### src/rtl/axi4l_reg_pkg.sv
// axi4l_reg_pkg: shared response codes, FSM state types and byte-strobe merge helper
package axi4l_reg_pkg;
    localparam logic [1:0] AXI_RESP_OKAY_C   = 2'b00;
    localparam logic [1:0] AXI_RESP_SLVERR_C = 2'b10;

    typedef enum logic {W_IDLE, W_RESP} write_state_t;
    typedef enum logic {R_IDLE, R_DATA} read_state_t;

    function automatic logic [63:0] strb_merge(input logic [63:0] old_v, input logic [63:0] new_v, input logic [7:0] strb);
        logic [63:0] r;
        for (int b = 0; b < 8; b++) r[b*8 +: 8] = strb[b] ? new_v[b*8 +: 8] : old_v[b*8 +: 8];
        return r;
    endfunction
endpackage

### src/rtl/axi4l_reg_decoder.sv
// axi4l_reg_decoder: maps a word address onto the control bank, status bank or nothing
module axi4l_reg_decoder
    import axi4l_reg_pkg::*;
#(
    parameter int WA    = 14,
    parameter int NR_CR = 8,
    parameter int NR_SR = 8,
    parameter int IW    = 3
) (
    input  logic [WA-1:0] word,
    output logic          is_cr,
    output logic          is_sr,
    output logic [IW-1:0] index
);
    localparam logic [WA-1:0] CR_N   = WA'(NR_CR);
    localparam logic [WA-1:0] SR_END = WA'(NR_CR + NR_SR);

    always_comb begin
        is_cr = word < CR_N;
        is_sr = !is_cr && word < SR_END;
        index = is_sr ? IW'(word - CR_N) : IW'(word);
    end
endmodule

### src/rtl/axi4l_reg_bank.sv
// axi4l_reg_bank: AXI4-Lite slave with read/write control registers and read-only status registers
module axi4l_reg_bank
    import axi4l_reg_pkg::*;
#(
    parameter int AXI_DATA_WIDTH_C = 32,
    parameter int AXI_ADDR_WIDTH_C = 16,
    parameter int NR_OF_CR_C       = 8,
    parameter int NR_OF_SR_C       = 8,
    parameter logic [NR_OF_CR_C-1:0] CMD_MASK_C = '0
) (
    input  logic                                 clk,
    input  logic                                 rst_n,
    input  logic [AXI_ADDR_WIDTH_C-1:0]          awaddr,
    input  logic                                 awvalid,
    output logic                                 awready,
    input  logic [AXI_DATA_WIDTH_C-1:0]          wdata,
    input  logic [AXI_DATA_WIDTH_C/8-1:0]        wstrb,
    input  logic                                 wvalid,
    output logic                                 wready,
    output logic [1:0]                           bresp,
    output logic                                 bvalid,
    input  logic                                 bready,
    input  logic [AXI_ADDR_WIDTH_C-1:0]          araddr,
    input  logic                                 arvalid,
    output logic                                 arready,
    output logic [AXI_DATA_WIDTH_C-1:0]          rdata,
    output logic [1:0]                           rresp,
    output logic                                 rvalid,
    input  logic                                 rready,
    output logic [NR_OF_CR_C*AXI_DATA_WIDTH_C-1:0] cr_q,
    output logic [NR_OF_CR_C-1:0]                cr_wr_pulse,
    input  logic [NR_OF_SR_C*AXI_DATA_WIDTH_C-1:0] sr_d
);
    localparam int DW         = AXI_DATA_WIDTH_C;
    localparam int SW         = DW / 8;
    localparam int ADDR_LSB_C = $clog2(SW);
    localparam int WA         = AXI_ADDR_WIDTH_C - ADDR_LSB_C;
    localparam int MAX_N      = NR_OF_CR_C > NR_OF_SR_C ? NR_OF_CR_C : NR_OF_SR_C;
    localparam int IW         = MAX_N > 1 ? $clog2(MAX_N) : 1;
    localparam int DEPTH      = 2 ** IW;

    write_state_t w_state, w_next;
    read_state_t  r_state, r_next;
    logic          live, aw_held, w_held, aw_hs, w_hs, ar_hs, do_write;
    logic [WA-1:0] aw_addr_q, w_word;
    logic [DW-1:0] w_data_q, w_data, rd_val;
    logic [SW-1:0] w_strb_q, w_strb;
    logic          w_is_cr, r_is_cr, r_is_sr, unused_w_is_sr, unused_lsb;
    logic [IW-1:0] w_idx, r_idx;
    logic [DW-1:0] cr_rb [DEPTH];
    logic [DW-1:0] sr_arr [DEPTH];

    assign unused_lsb = ^{awaddr[ADDR_LSB_C-1:0], araddr[ADDR_LSB_C-1:0]};
    assign aw_hs    = awvalid && awready;
    assign w_hs     = wvalid && wready;
    assign ar_hs    = arvalid && arready;
    // a channel captured in an earlier cycle is served from its holding register
    assign w_word   = aw_held ? aw_addr_q : awaddr[AXI_ADDR_WIDTH_C-1:ADDR_LSB_C];
    assign w_data   = w_held ? w_data_q : wdata;
    assign w_strb   = w_held ? w_strb_q : wstrb;
    assign do_write = w_state == W_IDLE && (aw_held || aw_hs) && (w_held || w_hs);

    axi4l_reg_decoder #(.WA(WA), .NR_CR(NR_OF_CR_C), .NR_SR(NR_OF_SR_C), .IW(IW)) u_w_dec (
        .word (w_word),
        .is_cr(w_is_cr),
        .is_sr(unused_w_is_sr),
        .index(w_idx)
    );

    axi4l_reg_decoder #(.WA(WA), .NR_CR(NR_OF_CR_C), .NR_SR(NR_OF_SR_C), .IW(IW)) u_r_dec (
        .word (araddr[AXI_ADDR_WIDTH_C-1:ADDR_LSB_C]),
        .is_cr(r_is_cr),
        .is_sr(r_is_sr),
        .index(r_idx)
    );

    always_ff @(posedge clk) begin
        w_state <= !rst_n ? W_IDLE : w_next;
        r_state <= !rst_n ? R_IDLE : r_next;
    end

    always_comb begin
        w_next = w_state == W_IDLE ? (do_write ? W_RESP : W_IDLE) : (bready ? W_IDLE : W_RESP);
        r_next = r_state == R_IDLE ? (ar_hs ? R_DATA : R_IDLE) : (rready ? R_IDLE : R_DATA);
    end

    // live keeps the ready outputs low for the whole time reset is held
    always_comb begin
        awready = live && w_state == W_IDLE && !aw_held;
        wready  = live && w_state == W_IDLE && !w_held;
        bvalid  = w_state == W_RESP;
        arready = live && r_state == R_IDLE;
        rvalid  = r_state == R_DATA;
    end

    always_comb begin
        for (int i = 0; i < DEPTH; i++) begin
            cr_rb[i]  = '0;
            sr_arr[i] = '0;
        end
        for (int i = 0; i < NR_OF_CR_C; i++) cr_rb[i] = CMD_MASK_C[i] ? '0 : cr_q[i*DW +: DW];
        for (int i = 0; i < NR_OF_SR_C; i++) sr_arr[i] = sr_d[i*DW +: DW];
        rd_val = r_is_cr ? cr_rb[r_idx] : r_is_sr ? sr_arr[r_idx] : '0;
    end

    always_ff @(posedge clk) begin
        if (!rst_n) begin
            live        <= 1'b0;
            aw_held     <= 1'b0;
            w_held      <= 1'b0;
            aw_addr_q   <= '0;
            w_data_q    <= '0;
            w_strb_q    <= '0;
            bresp       <= AXI_RESP_OKAY_C;
            cr_q        <= '0;
            cr_wr_pulse <= '0;
        end else begin
            live    <= 1'b1;
            aw_held <= !do_write && (aw_held || aw_hs);
            w_held  <= !do_write && (w_held || w_hs);
            if (aw_hs) aw_addr_q <= awaddr[AXI_ADDR_WIDTH_C-1:ADDR_LSB_C];
            if (w_hs) begin
                w_data_q <= wdata;
                w_strb_q <= wstrb;
            end
            if (do_write) bresp <= w_is_cr ? AXI_RESP_OKAY_C : AXI_RESP_SLVERR_C;
            for (int i = 0; i < NR_OF_CR_C; i++) begin
                cr_q[i*DW +: DW] <= CMD_MASK_C[i] ? '0 : cr_q[i*DW +: DW];
                cr_wr_pulse[i]   <= 1'b0;
                if (do_write && w_is_cr && w_idx == IW'(i)) begin
                    cr_q[i*DW +: DW] <= DW'(strb_merge(64'(cr_q[i*DW +: DW]), 64'(w_data), 8'(w_strb)));
                    cr_wr_pulse[i]   <= |w_strb;
                end
            end
        end
    end

    always_ff @(posedge clk) begin
        if (!rst_n) begin
            rdata <= '0;
            rresp <= AXI_RESP_OKAY_C;
        end else if (ar_hs) begin
            rdata <= rd_val;
            rresp <= (r_is_cr || r_is_sr) ? AXI_RESP_OKAY_C : AXI_RESP_SLVERR_C;
        end
    end
endmodule
### config.mk
export PLATFORM = sky130hd
export DESIGN_NAME = axi4l_reg_bank
export DESIGN_NICKNAME = d
export VERILOG_FILES = /design/src/rtl/axi4l_reg_pkg.sv /design/src/rtl/axi4l_reg_decoder.sv /design/src/rtl/axi4l_reg_bank.sv
export SDC_FILE = /design/constraint.sdc
export NUM_CORES = 1
export LEC_CHECK = 0
export CORE_AREA = 3 3 249 251
export DETAILED_ROUTE_END_ITERATION = 8
export DIE_AREA = 0 0 252 254
export DONT_BUFFER_PORTS = 1
export MAX_ROUTING_LAYER = met4
export PLACE_DENSITY_LB_ADDON = 0.05
export SLEW_MARGIN = 15
export SYNTH_ARGS = -nofsm -noshare
export SYNTH_HDL_FRONTEND = slang
export SYNTH_SLANG_ARGS = --single-unit
### constraint.sdc
create_clock -name clk -period 4 [get_ports clk]
set_input_delay 0.4 -clock clk [delete_from_list [all_inputs] [get_ports clk]]
set_output_delay 0.4 -clock clk [all_outputs]
set_load 0.1 [all_outputs]
**Yosys cells after proc, flatten, opt, wreduce, memory -nomap -nowiden**

Index checks and enable logic that the tools add are counted.
W data, S select, Z words.

- Add/subtract/negate cells: 2
- Multiply operators: 0
- Div/mod/pow operators: 0
- Order comparisons: 5
- Equal/unequal tests: 7
- Shifts and indexed selects: 0
- Multiplexer cells: 22
- Bitwise logic cells: 3
- Reductions and logical operators: 72

Operator list:

| cell | count |
|---|---|
| $mux W32 | 7 |
| $bmux W32 S3 | 2 |
| $reduce_and A2 Y1 | 40 |
| $lt A14 B4 Y1 const B | 2 |
| $lt A14 B5 Y1 const B | 2 |
| $logic_and A1 B1 Y1 | 22 |
| $mux W14 | 1 |
| $eq A3 B3 Y1 const B | 4 |
| $mux W1 | 7 |
| $eq A3 B2 Y1 const B | 2 |
| $mux W3 | 2 |
| $sub A3 B1 Y3 const B | 2 |
| $logic_not A1 Y1 | 5 |
| $ge A4 B4 Y1 const B | 1 |
| $mux W2 | 2 |
| $mux W4 | 1 |
| $not A3 Y4 | 1 |
| $reduce_or A4 Y1 | 1 |
| $eq A3 B1 Y1 const B | 1 |
| $logic_not A3 Y1 | 1 |
| $logic_or A1 B1 Y1 | 3 |
| $not A1 Y1 | 2 |

- Register bits after elaboration: 355
- Bits in latches: 0
- Bits in writable memories: 0
- ROM bits: 0
- Input bits: 331
- Output and inout port bits: 305
- Word-level logic and storage cells: 162
- Memories: 0

**Depth between registers and ports, before layout**

Gate-level depths: netlist (run 1).

- Word-level depth: 10
- Mapped depth: 9
- Depth with buffers taken out: 5

**Hierarchy**

Synthesis (run 1) repeated with hierarchy kept, for this count alone.

- Cells, all modules: 1,640
- Area, all modules: 17,234.0 µm²

Modules (own cells, without submodules):

| module | times used | cells each | area each (µm²) | sequential area each (µm²) |
|---|---|---|---|---|
| axi4l_reg_bank | 1 | 1,622 | 17,098.9 | 7,066.8 |
| axi4l_reg_decoder | 2 | 9 | 67.6 | 0.0 |

**Worst setup path after synthesis (run 1)**

OpenSTA, ideal clock, no wires.

- Path type: flip-flop to flip-flop
- From: register w_state (netlist: bvalid)
- To: register w_data_q[10]
- Setup time: 0.076 ns
- Arrival time: 3.232 ns
- Required time: 3.924 ns
- Setup slack: 0.692 ns
- Cell stages (with the launch flop): 8
- Buffers on the path: 2
- Clock period less this slack: 3.308 ns
- Cells stage by stage: dfxtp_1 nand2b_1 nor2_1 and2_1 clkbuf_1 clkbuf_1 nand2_1 a21boi_0

- Word-level cells in the longest chain between the ends: 4

RTL lines:

| what | line | text |
|---|---|---|
| start, declared | axi4l_reg_bank.sv:42 | `write_state_t w_state, w_next;` |
| start signal, assigned | axi4l_reg_bank.sv:78 | `w_state <= !rst_n ? W_IDLE : w_next;` |
| $not A1 Y1 | axi4l_reg_bank.sv:90 | `wready = live && w_state == W_IDLE && !w_held;` |
| $logic_and A1 B1 Y1 (2 in a row) | axi4l_reg_bank.sv:90 |  |
| named net wready | axi4l_reg_bank.sv:19 | `output logic wready,` |
| $logic_and A1 B1 Y1 | axi4l_reg_bank.sv:55 | `assign w_hs = wvalid && wready;` |
| end signal, assigned | axi4l_reg_bank.sv:123 | `w_data_q <= wdata;` |
| end, declared | axi4l_reg_bank.sv:46 | `logic [DW-1:0] w_data_q, w_data, rd_val;` |

The timed path passes the listed nets, and every way through them passes these cells.
A chain may end at the register's enable or synchronous reset.

**Final worst setup path (run 1)**

- From: register w_state (netlist: bvalid)
- To: register w_data_q[23]

The elaborated chain is that of the path after synthesis.

==> impl_metrics.py, run 1 <==
metrics = {
    "status": {
        "status": "completed",
    },
    "logic_synthesis": {
        "synth_mux_area_frac": 0.279,
        "yosys_register_bits": 353,
        "synth-edff-count": 0,
        "synth_most_common_cell": "dfxtp_1",
        "seq_area_frac_synth": 0.422,
        "synth_top_area_frac": 0.422,
        "yosysTopAreaCell": "dfxtp_1",
        "synth_cell_types": 43,
        "synthCells": 1634,
        "synthSimpleGateAreaFrac": 0.135,
        "syn_avg_cell_area_um2": 10.3,
        "synthesis.yosys.warnings": 0,
        "synth_xor_area_frac": 0,
        "synth_commonest_cells": "dfxtp_1 (353), o21ai_0 (226), nand2_1 (201)",
        "async_flop_share": 0,
        "synth_top_family_by_area": "multiplexers",
        "synth_area_leaders": "dfxtp_1 (42%), mux4_2 (17%), o21ai_0 (6.8%)",
        "synth_compound_area_frac": 0.126,
        "synth-main-ff-cell": "dfxtp_1",
        "synthAdderAreaFrac": 0,
        "synthesis.area_um2": 16700,
    },
    "timing": {
        "finalCritPeriodShare": 0.741,
        "fin_setup_tns_ns": 0,
        "relSlewSlack": 0.199,
        "clock.fmax_mhz": 337,
        "hold_violations": 0,
        "fin_crit_ns": 2.96,
        "setup_ws_ns": 1.04,
        "worst_pin_slew_ns": 1.20,
        "rsz0062_at_grt": "no",
        "setup_viol": 0,
        "clock_skew_ns": 0.0261,
        "maxSlewViolCount": 0,
    },
    "layout": {
        "areaGrowthSynthToFinish_pct": 19.3,
        "multiInputGateArea_um2": 9150,
        "fin_util": 0.332,
        "fill_cells": 6174,
        "nNetsFinal": 1986,
        "final_cell_area_um2": 20000,
        "seq_area_um2": 7070,
        "drive_gt1_frac": 0.230,
    },
    "setup_path": {
        "crit_arrival_ns": 3.50,
        "r2r_slack_ns": 1.04,
        "regToRegStartpoint": "bvalid$_SDFF_PN0_",
        "cp-endpoint": "w_data_q[23]$_SDFFE_PN0P_",
        "startpoint": "bvalid$_SDFF_PN0_",
        "r2r-end": "w_data_q[23]$_SDFFE_PN0P_",
        "crit_type": "flip-flop to flip-flop",
        "reg2reg_depth": 8,
        "critPathMaxFanout": 36,
        "end_kind": "flip-flop",
        "worstSetupStartpointType": "flip-flop",
        "crit_required_ns": 4.53,
    },
    "clock_network": {
        "clk_latency_ns": 0.59,
        "clock-sinks": 353,
        "cts_setup_buffers": 0,
        "htree_levels": 2,
        "cts_resized": 0,
        "cts_tree": "done",
        "clk_path_buf_depth": 3,
        "root_buffer": "clkbuf_16",
        "clk_pin_slew_worst_paths_ns": 0.06,
        "hold_buffers": 57,
        "cts_buffers": 46,
    },
    "die": {
        "die_area_um2": 64000,
        "io_pins": 636,
        "die_h_um": 254,
        "die-width_um": 252,
        "start_util": 0.279,
        "core_area_um2": 60100,
        "rows": 90,
    },
    "flow_run": {
        "maxCapViolations": 0,
    },
    "pwr": {
        "p_leak_nw": 6.87,
        "peakVddDrop_v": 0.000283,
        "p_per_area_nw_per_um2": 445,
    },
    "global_routing": {
        "antenna_found_initial": 48,
        "grt_pass1_wl_um": 113000,
        "grt_pass1_vias": 13411,
        "grt_usage": 0.257,
        "grt_max_degree": 258,
        "overflow": 0,
    },
    "detailed_routing": {
        "num_vias": 13748,
        "met3WireLength_um": 7310,
        "wl_met1_um": 32500,
        "post_drt_wl_per_cell_um": 33.4,
        "drcViolationCount": 0,
        "viasPerCell": 5.49,
        "topRoutingLayerUsed": "met4",
        "dr.pass1.iters": 5,
        "wl_um": 83500,
        "wl_met2_um": 40700,
        "drt_iter0_markers": 1035,
        "postRouteAntennaNets": 0,
    },
    "placement": {
        "numPortBuffers": 0,
        "placed_cell_area_um2": 17700,
        "gp_congestion": 0.860,
        "hpwl_um": 60500,
        "pre_cts_ws_ns": 1.08,
    },
    "worst_hold_path": {
        "min_path_type": "input port to flip-flop",
    },
}
power by group:
group,switching [W],internal (W),total (W)
registers,0.000209,0.00357,0.00378
logic,0.000331,0.000314,0.000645
clock network,0.00169,0.00278,0.00446
total,0.00223,0.00666,0.00889
critical path, cell delays in order (launching register included):
cell	delay, ns
dfxtp_1	0.35
buf_4	0.25
nand2b_1	0.23
nor2_2	0.11
buf_4	0.30
and2_2	0.81
nand2_1	0.11
a21boi_0	0.16
dlygate4sd3_1	0.55
flip-flops by register name, indices dropped and copies added, names as in the netlist:
name / count
w_data_q: 32
w_strb_q: 4
bresp: 1
rvalid: 1
cr_wr_pulse: 8
bvalid: 1
aw_held: 1
rdata: 32
rresp: 1
w_held: 1
aw_addr_q: 14
cr_q: 256
live: 1
per-stage QoR:
stage                     power [W]  hold WS (ns)  std cells
after detailed placement    0.00443         0.454       2332
after CTS                   0.00902     0.0000231       2474
after floorplan             0.00439         0.428       1635
after global routing        0.00920        0.0412       2497
final                       0.00889        0.0597       2504
after global placement      0.00442         0.446       2332
placed cells by master (no fill, tap or decap), types with 7 or more instances in the layout:
| master | synthesis | final |
|---|---|---|
| a21boi_0 | 51 | 51 |
| a221oi_1 | 31 | 31 |
| buf_4 | 3 | 64 |
| clkbuf_16 | 0 | 47 |
| clkbuf_8 | 0 | 13 |
| clkinv_2 | 0 | 11 |
| dfxtp_1 | 353 | 352 |
| diode_2 | 0 | 30 |
| dlygate4sd3_1 | 0 | 56 |
| mux2_2 | 96 | 96 |
| mux2i_1 | 72 | 72 |
| mux4_2 | 127 | 127 |
| nand2_1 | 201 | 201 |
| nand3_1 | 195 | 195 |
| nor2_1 | 47 | 45 |
| nor4_1 | 7 | 7 |
| o2111ai_1 | 24 | 18 |
| o21ai_0 | 226 | 226 |
layer usage:
| layer | up-vias | global-route usage |
|---|---|---|
| li1 | 6197 | - |
| met1 | 6896 | 0.289 |
| met2 | 521 | 0.421 |
| met3 | 134 | 0.0922 |
| met4 | 0 | 0.0931 |
| met5 | - | - |
cells by family (layout without fill, tap and decap cells):
family	Yosys count	count (layout)
buf+inv	151	208
mux	296	296
compound gates	347	347
simple gates	486	486
other cells	1	32
flops	353	353
cell type report:
| class | instances | area share |
|---|---|---|
| inverter | 2 | 0.000376 |
| timing repair buffer | 121 | 0.0535 |
| antenna | 30 | 0.00376 |
| clock inverter | 19 | 0.0134 |
| tap | 782 | 0.0490 |
| clock buffer | 66 | 0.0689 |
| sequential | 353 | 0.354 |
| multi-input combinational | 1131 | 0.458 |
worst min-delay path by stage:
stage | from | to | slack (ns) | cells after the start
finish | araddr[5] | rdata[30]$_SDFFE_PN0P_ | 0.06 | 2
global route | araddr[5] | rdata[30]$_SDFFE_PN0P_ | 0.04 | 2
CTS | rst_n | cr_q[247]$_SDFFE_PN0P_ | 0.00002 | 2
detailed placement | w_data_q[18]$_SDFFE_PN0P_ | w_data_q[18]$_SDFFE_PN0P_ | 0.45 | 2
global placement | w_data_q[16]$_SDFFE_PN0P_ | w_data_q[16]$_SDFFE_PN0P_ | 0.45 | 2
floorplan | rst_n | live$_DFF_P_ | 0.43 | 0
(Power assumes the default switching activity.)
==> inputs of run 2 (changes only) <==
Clock period 4 ns to 2.4 ns, I/O delays scaled along.
==> run 2 against run 1 <==
  * Combinational power grew 150%
  * Power increased by 63%
  * Sequential power is 59% higher
  * Clock power grew 55%
  * Register-to-register slack got worse by 0.92 ns
  * Core utilization grew 6.2 points
  * Setup slack got worse by 0.92 ns
  * Global-route usage rose by 1.5 points
  * Fmax increased by 30%
  * Sequential share of layout area fell by 5.5 points
  * Critical endpoint is now w_data_q[31]$_SDFFE_PN0P_
  * Worst hold slack lost 0.029 ns
  * Highest routed layer unchanged
==> impl_metrics.py, run 2 (synthesized netlist as in run 1, its figures left out) <==
metrics = {
    "timing": {
        "relSlewSlack": 0.458,
        "worst_pin_slew_ns": 0.812,
        "setup_ws_ns": 0.120,
        "finalCritPeriodShare": 0.950,
        "clock_skew_ns": 0.0165,
        "clock.fmax_mhz": 439,
        "holdWs_ns": 0.0311,
        "fin_crit_ns": 2.28,
        "fin_setup_tns_ns": 0,
        "hold_violations": 0,
        "rsz0062_at_grt": "no",
        "setup_viol": 0,
        "maxSlewViolCount": 0,
    },
    "clock_network": {
        "cts_buffers": 45,
        "htree_levels": 2,
        "cts_tree": "done",
        "clk_latency_ns": 0.58,
        "clock-sinks": 353,
        "root_buffer": "clkbuf_16",
        "clk_path_buf_depth": 3,
        "clk_pin_slew_worst_paths_ns": 0.06,
    },
    "setup_path": {
        "end_kind": "flip-flop",
        "crit_arrival_ns": 2.79,
        "crit_type": "flip-flop to flip-flop",
        "crit_required_ns": 2.91,
        "critPathMaxFanout": 14,
        "worstSetupStartpointType": "flip-flop",
    },
    "global_routing": {
        "grt_usage": 0.272,
        "overflow": 0,
        "grt_max_degree": 381,
        "busiest_layer": "met2",
        "grt_pass1_vias": 15527,
        "antenna_found_initial": 46,
        "gr-usage-met3": 0.0863,
        "grt_pass1_wl_um": 120000,
        "grt_util_met1": 0.303,
        "met2_usage": 0.459,
    },
    "layout": {
        "fin_cells": 2953,
        "reg_top3": "cr_q: 256 flops, rdata: 32 flops, w_data_q: 32 flops",
        "fill_cells": 6159,
        "largest_reg_flops": 256,
        "regMostFlops": "cr_q",
        "nNetsFinal": 2434,
        "seq_area_um2": 7070,
        "multiInputGateArea_um2": 9170,
        "drive_gt1_frac": 0.318,
        "layout_common_cells": "buf_4 (356), dfxtp_1 (350), o21ai_0 (226)",
        "final_common_cell": "buf_4",
        "areaGrowthSynthToFinish_pct": 41.5,
    },
    "placement": {
        "hpwl_um": 63500,
        "pre_cts_ws_ns": 0.263,
        "numPortBuffers": 0,
        "gp_congestion": 0.878,
        "place_inst": 2627,
    },
    "die": {
        "die_area_um2": 64000,
        "core_area_um2": 60100,
        "rows": 90,
        "die-width_um": 252,
        "io_pins": 636,
        "start_util": 0.279,
        "die_h_um": 254,
    },
    "pwr": {
        "p_leak_nw": 8.92,
        "power_w": 0.0145,
        "peakVddDrop_v": 0.000461,
        "p_per_area_nw_per_um2": 612,
    },
    "detailed_routing": {
        "postRouteAntennaNets": 0,
        "dr.pass1.iters": 5,
        "post_drt_wl_per_cell_um": 30.2,
        "drcViolationCount": 0,
        "viasPerCell": 5.29,
        "wl_um": 89100,
        "drt_iter0_markers": 1106,
        "num_vias": 15632,
    },
    "flow_run": {
        "maxCapViolations": 0,
    },
    "worst_hold_path": {
        "min_path_type": "input port to flip-flop",
    },
    "status": {
        "status": "completed",
    },
}
run 2: cell types whose count changed in the layout (fill, tap and decap cells not counted), sizes merged:
cell,before,now
buf,65,363
bufinv,6,3
clkinv,13,4
inv,2,3
dlygate4sd3,56,206
clkbuf,66,70
diode,30,38
run 2: area by class of cell:
type / instances / share of cell area
Antenna cell: 38 / 0.00401
Clock buffer: 69 / 0.0573
Clock inverter: 8 / 0.00502
Inverter: 2 / 0.000317
Multi-Input combinational cell: 1131 / 0.387
Sequential cell: 353 / 0.298
Tap cell: 782 / 0.0413
Timing Repair Buffer: 570 / 0.207
run 2: layer usage:
metal / part of all wire / routed length (um)
met1: 0.38 / 33900
met2: 0.50 / 44300
met3: 0.087 / 7740
met4: 0.035 / 3100
met5: 0 / 0
run 2: path summary, 6_finish.rpt:
path,cells after the start,slack (ns),endpoint,start
hold reg to reg,2,0.61,cr_wr_pulse[5]$_SDFF_PN0_,aw_addr_q[0]$_SDFFE_PN0P_
setup / recovery,8,0.12,w_data_q[31]$_SDFFE_PN0P_,bvalid$_SDFF_PN0_
hold / removal,2,0.03,cr_q[252]$_SDFFE_PN0P_,rst_n
setup reg to reg,8,0.12,w_data_q[31]$_SDFFE_PN0P_,bvalid$_SDFF_PN0_
run 2: metrics by stage:
stage / area (um2) / util
floorplan: 16800 / -
global placement: 20000 / 0.332
detailed placement: 20000 / 0.332
CTS: 23500 / 0.391
global route: 23700 / 0.393
finish: 23700 / 0.394
run 2: power by group:
group	total [W]	internal [W]	switching (W)
Clock	0.00691	0.00419	0.00273
Sequential	0.00600	0.00595	0.0000474
Combinational	0.00159	0.000699	0.000893
Total	0.0145	0.0108	0.00367
run 2: worst max-delay path, stage by stage, from the launching register on:
cell and delay, ns:
dfxtp_2 0.32, buf_4 0.24, nand2b_1 0.26, nor2_4 0.14, and2_4 0.24, clkbuf_16 0.23
nand2_1 0.06, a21boi_0 0.15, dlygate4sd3_1 0.57
run 2: timing repair:
item | CTS | global route
hold buffers | 205 | 2
endpoints found under the setup margin | 0 | 58
resized for setup | 0 | 6
buffers inserted | 0 | 3
endpoints found under the hold margin | 353 | 67
==> inputs of run 3 (changes only) <==
Settings changed: ABC_AREA set to 1, CORE_AREA 3 3 249 251 to 3 3 247 249, DIE_AREA 0 0 252 254 to 0 0 250 252.
==> run 3 against run 2 <==
  * The flow now finishes with violations (hold timing)
  * Final area grew 9.6%
  * Register-to-register slack lost 0.06 ns
  * Die area shrank 1.6%
  * Largest cell class unchanged
  * Sequential power is essentially flat
  * Wire length grew 12%
  * Combinational power grew 44%
  * Synthesized cell count grew 92%
==> impl_metrics.py, run 3 <==
metrics = {
    "detailed_routing": {
        "drcViolationCount": 0,
        "wl_um": 99600,
        "postRouteAntennaNets": 0,
        "dr.pass1.iters": 5,
        "viasPerCell": 5.13,
        "num_vias": 22273,
        "drt_iter0_markers": 1886,
        "post_drt_wl_per_cell_um": 22.9,
    },
    "logic_synthesis": {
        "synth_xor_area_frac": 0,
        "seq_area_frac_synth": 0.360,
        "yosys_register_bits": 353,
        "synthAdderAreaFrac": 0,
        "synth-edff-count": 0,
        "synthesis.area_um2": 19600,
        "synth_mux_area_frac": 0.00102,
        "synth_most_common_cell": "nor2_1",
        "synth_compound_area_frac": 0.164,
        "synth_top_area_frac": 0.360,
        "synth_area_leaders": "dfxtp_1 (36%), nor2_1 (16%), nand2_1 (10%)",
        "syn_avg_cell_area_um2": 6.25,
        "synthSimpleGateAreaFrac": 0.367,
        "synth_commonest_cells": "nor2_1 (860), nand2_1 (544), dfxtp_1 (353)",
        "synth_cell_types": 35,
        "yosysTopAreaCell": "dfxtp_1",
        "synth-main-ff-cell": "dfxtp_1",
        "synthCells": 3142,
        "async_flop_share": 0,
        "synthesis.yosys.warnings": 0,
        "synth_top_family_by_area": "simple AND/OR/NAND/NOR gates",
    },
    "status": {
        "violations": "hold timing",
        "status": "finished with violations",
    },
    "setup_path": {
        "critPathMaxFanout": 17,
        "end_kind": "flip-flop",
        "crit_arrival_ns": 2.82,
        "crit_type": "flip-flop to flip-flop",
        "worstSetupStartpointType": "flip-flop",
        "crit_required_ns": 2.89,
    },
    "die": {
        "die-width_um": 250,
        "start_util": 0.333,
        "die_h_um": 252,
        "rows": 89,
        "core_area_um2": 58900,
        "die_area_um2": 63000,
        "io_pins": 636,
    },
    "timing": {
        "relSlewSlack": 0.446,
        "worst_pin_slew_ns": 0.822,
        "rsz0062_at_grt": "no",
        "clock.fmax_mhz": 428,
        "holdWs_ns": -0.309,
        "clock_skew_ns": 0.0194,
        "hold_violations": 11,
        "finalCritPeriodShare": 0.974,
        "fin_setup_tns_ns": 0,
        "fin_crit_ns": 2.34,
        "setup_viol": 0,
        "maxSlewViolCount": 0,
    },
    "placement": {
        "hpwl_um": 70500,
        "numPortBuffers": 0,
        "place_inst": 4072,
        "gp_congestion": 0.940,
    },
    "clock_network": {
        "htree_levels": 2,
        "cts_tree": "done",
        "clock-sinks": 353,
        "clk_path_buf_depth": 3,
        "cts_buffers": 45,
        "hold_buffers": 149,
        "root_buffer": "clkbuf_16",
        "clk_pin_slew_worst_paths_ns": 0.06,
        "clk_latency_ns": 0.59,
    },
    "layout": {
        "fill_cells": 6239,
        "largest_reg_flops": 256,
        "final_common_cell": "nor2_1",
        "seq_area_um2": 7070,
        "regMostFlops": "cr_q",
        "areaGrowthSynthToFinish_pct": 32.3,
        "reg_top3": "cr_q: 256 flops, rdata: 32 flops, w_data_q: 32 flops",
        "multiInputGateArea_um2": 10500,
        "fin_cells": 4339,
        "fin_util": 0.441,
        "nNetsFinal": 3844,
        "drive_gt1_frac": 0.156,
        "layout_common_cells": "nor2_1 (854), nand2_1 (543), buf_4 (383)",
    },
    "global_routing": {
        "grt_max_degree": 346,
        "grt_pass1_vias": 20269,
        "grt_pass1_wl_um": 140000,
        "overflow": 0,
        "antenna_found_initial": 24,
        "grt_usage": 0.305,
    },
    "flow_run": {
        "maxCapViolations": 0,
    },
    "pwr": {
        "p_per_area_nw_per_um2": 604,
        "p_leak_nw": 12.3,
        "peakVddDrop_v": 0.000514,
    },
    "worst_hold_path": {
        "min_path_type": "input port to flip-flop",
    },
}
run 3: cell count changes after synthesis, moves of 94 or more:
cell	previous run	this run
o21ai_0	226	320
nand2_1	201	544
mux4_2	127	0
a21oi_1	5	128
nor2_1	47	860
inv_1	2	272
mux2_2	96	0
run 3: logic make-up (layout without fill, tap and decap cells):
group,Yosys count,after routing
AOI/OAI and AO/OA,580,580
buffers and inverters,509,916
DFF,353,353
muxes,2,2
other,1,18
and+or+nand+nor,1697,1697
run 3: final cells by class:
class | instances | area share
Multi-Input combinational cell | 2281 | 0.406
Sequential cell | 353 | 0.272
Tap cell | 773 | 0.0372
Clock buffer | 72 | 0.0547
Clock inverter | 12 | 0.00727
Inverter | 285 | 0.0416
Antenna cell | 16 | 0.00154
Timing Repair Buffer | 547 | 0.180
run 3: per-layer routing:
metal	wire [um]	track usage
met3	7070	0.0602
met4	3620	0.119
met1	41500	0.373
met5	0	-
met2	47400	0.498
run 3: repair_timing:
action / CTS / global route
hold endpoints to repair: 350 / 233
endpoints found under the setup margin: 0 / 44
gates resized for setup: 0 / 8
buffers inserted: 0 / 16
run 3: final timing paths:
check	startpoint	end	slack [ns]	cells past startpoint
setup / recovery	aw_held$_SDFF_PN0_	cr_q[17]$_SDFFE_PN0P_	0.06	11
setup reg to reg	aw_held$_SDFF_PN0_	cr_q[17]$_SDFFE_PN0P_	0.06	11
hold / removal	rst_n	live$_DFF_P_	-0.31	0
hold reg to reg	w_data_q[11]$_SDFFE_PN0P_	w_data_q[11]$_SDFFE_PN0P_	0.45	2
run 3: worst max-delay path: stages (launching register included):
cell and delay, ns:
dfxtp_2 0.34, buf_4 0.18, nor2_1 0.09, nand3_1 0.08
nand2_1 0.10, nand3_2 0.12, nor2_4 0.28, buf_12 0.21
nand4_1 0.10, nand2_1 0.10, dlygate4sd3_1 0.59, nor2_1 0.05
run 3: per-stage QoR:
step / total power, W / instance area (um2) / hold WS [ns] / setup WS, ns
2_1_floorplan: 0.00772 / 19700 / 0.268 / 0.240
3_3_place_gp: 0.00813 / 22600 / 0.299 / 0.177
3_5_place_dp: 0.00815 / 22600 / 0.295 / 0.0840
4_1_cts: 0.0158 / 25700 / -0.325 / 0.0243
5_1_grt: 0.0162 / 26000 / -0.332 / 0.000689
6_report: 0.0157 / 26000 / -0.309 / 0.0625
run 3: where the power goes:
| part | switching, W | total [W] | leakage, nW | internal, W |
|---|---|---|---|---|
| Combinational | 0.00153 | 0.00229 | 8.67 | 0.000759 |
| Clock | 0.00281 | 0.00739 | 0.798 | 0.00458 |
| Sequential | 0.0000515 | 0.00602 | 2.86 | 0.00597 |
| Total | 0.00439 | 0.0157 | 12.3 | 0.0113 |
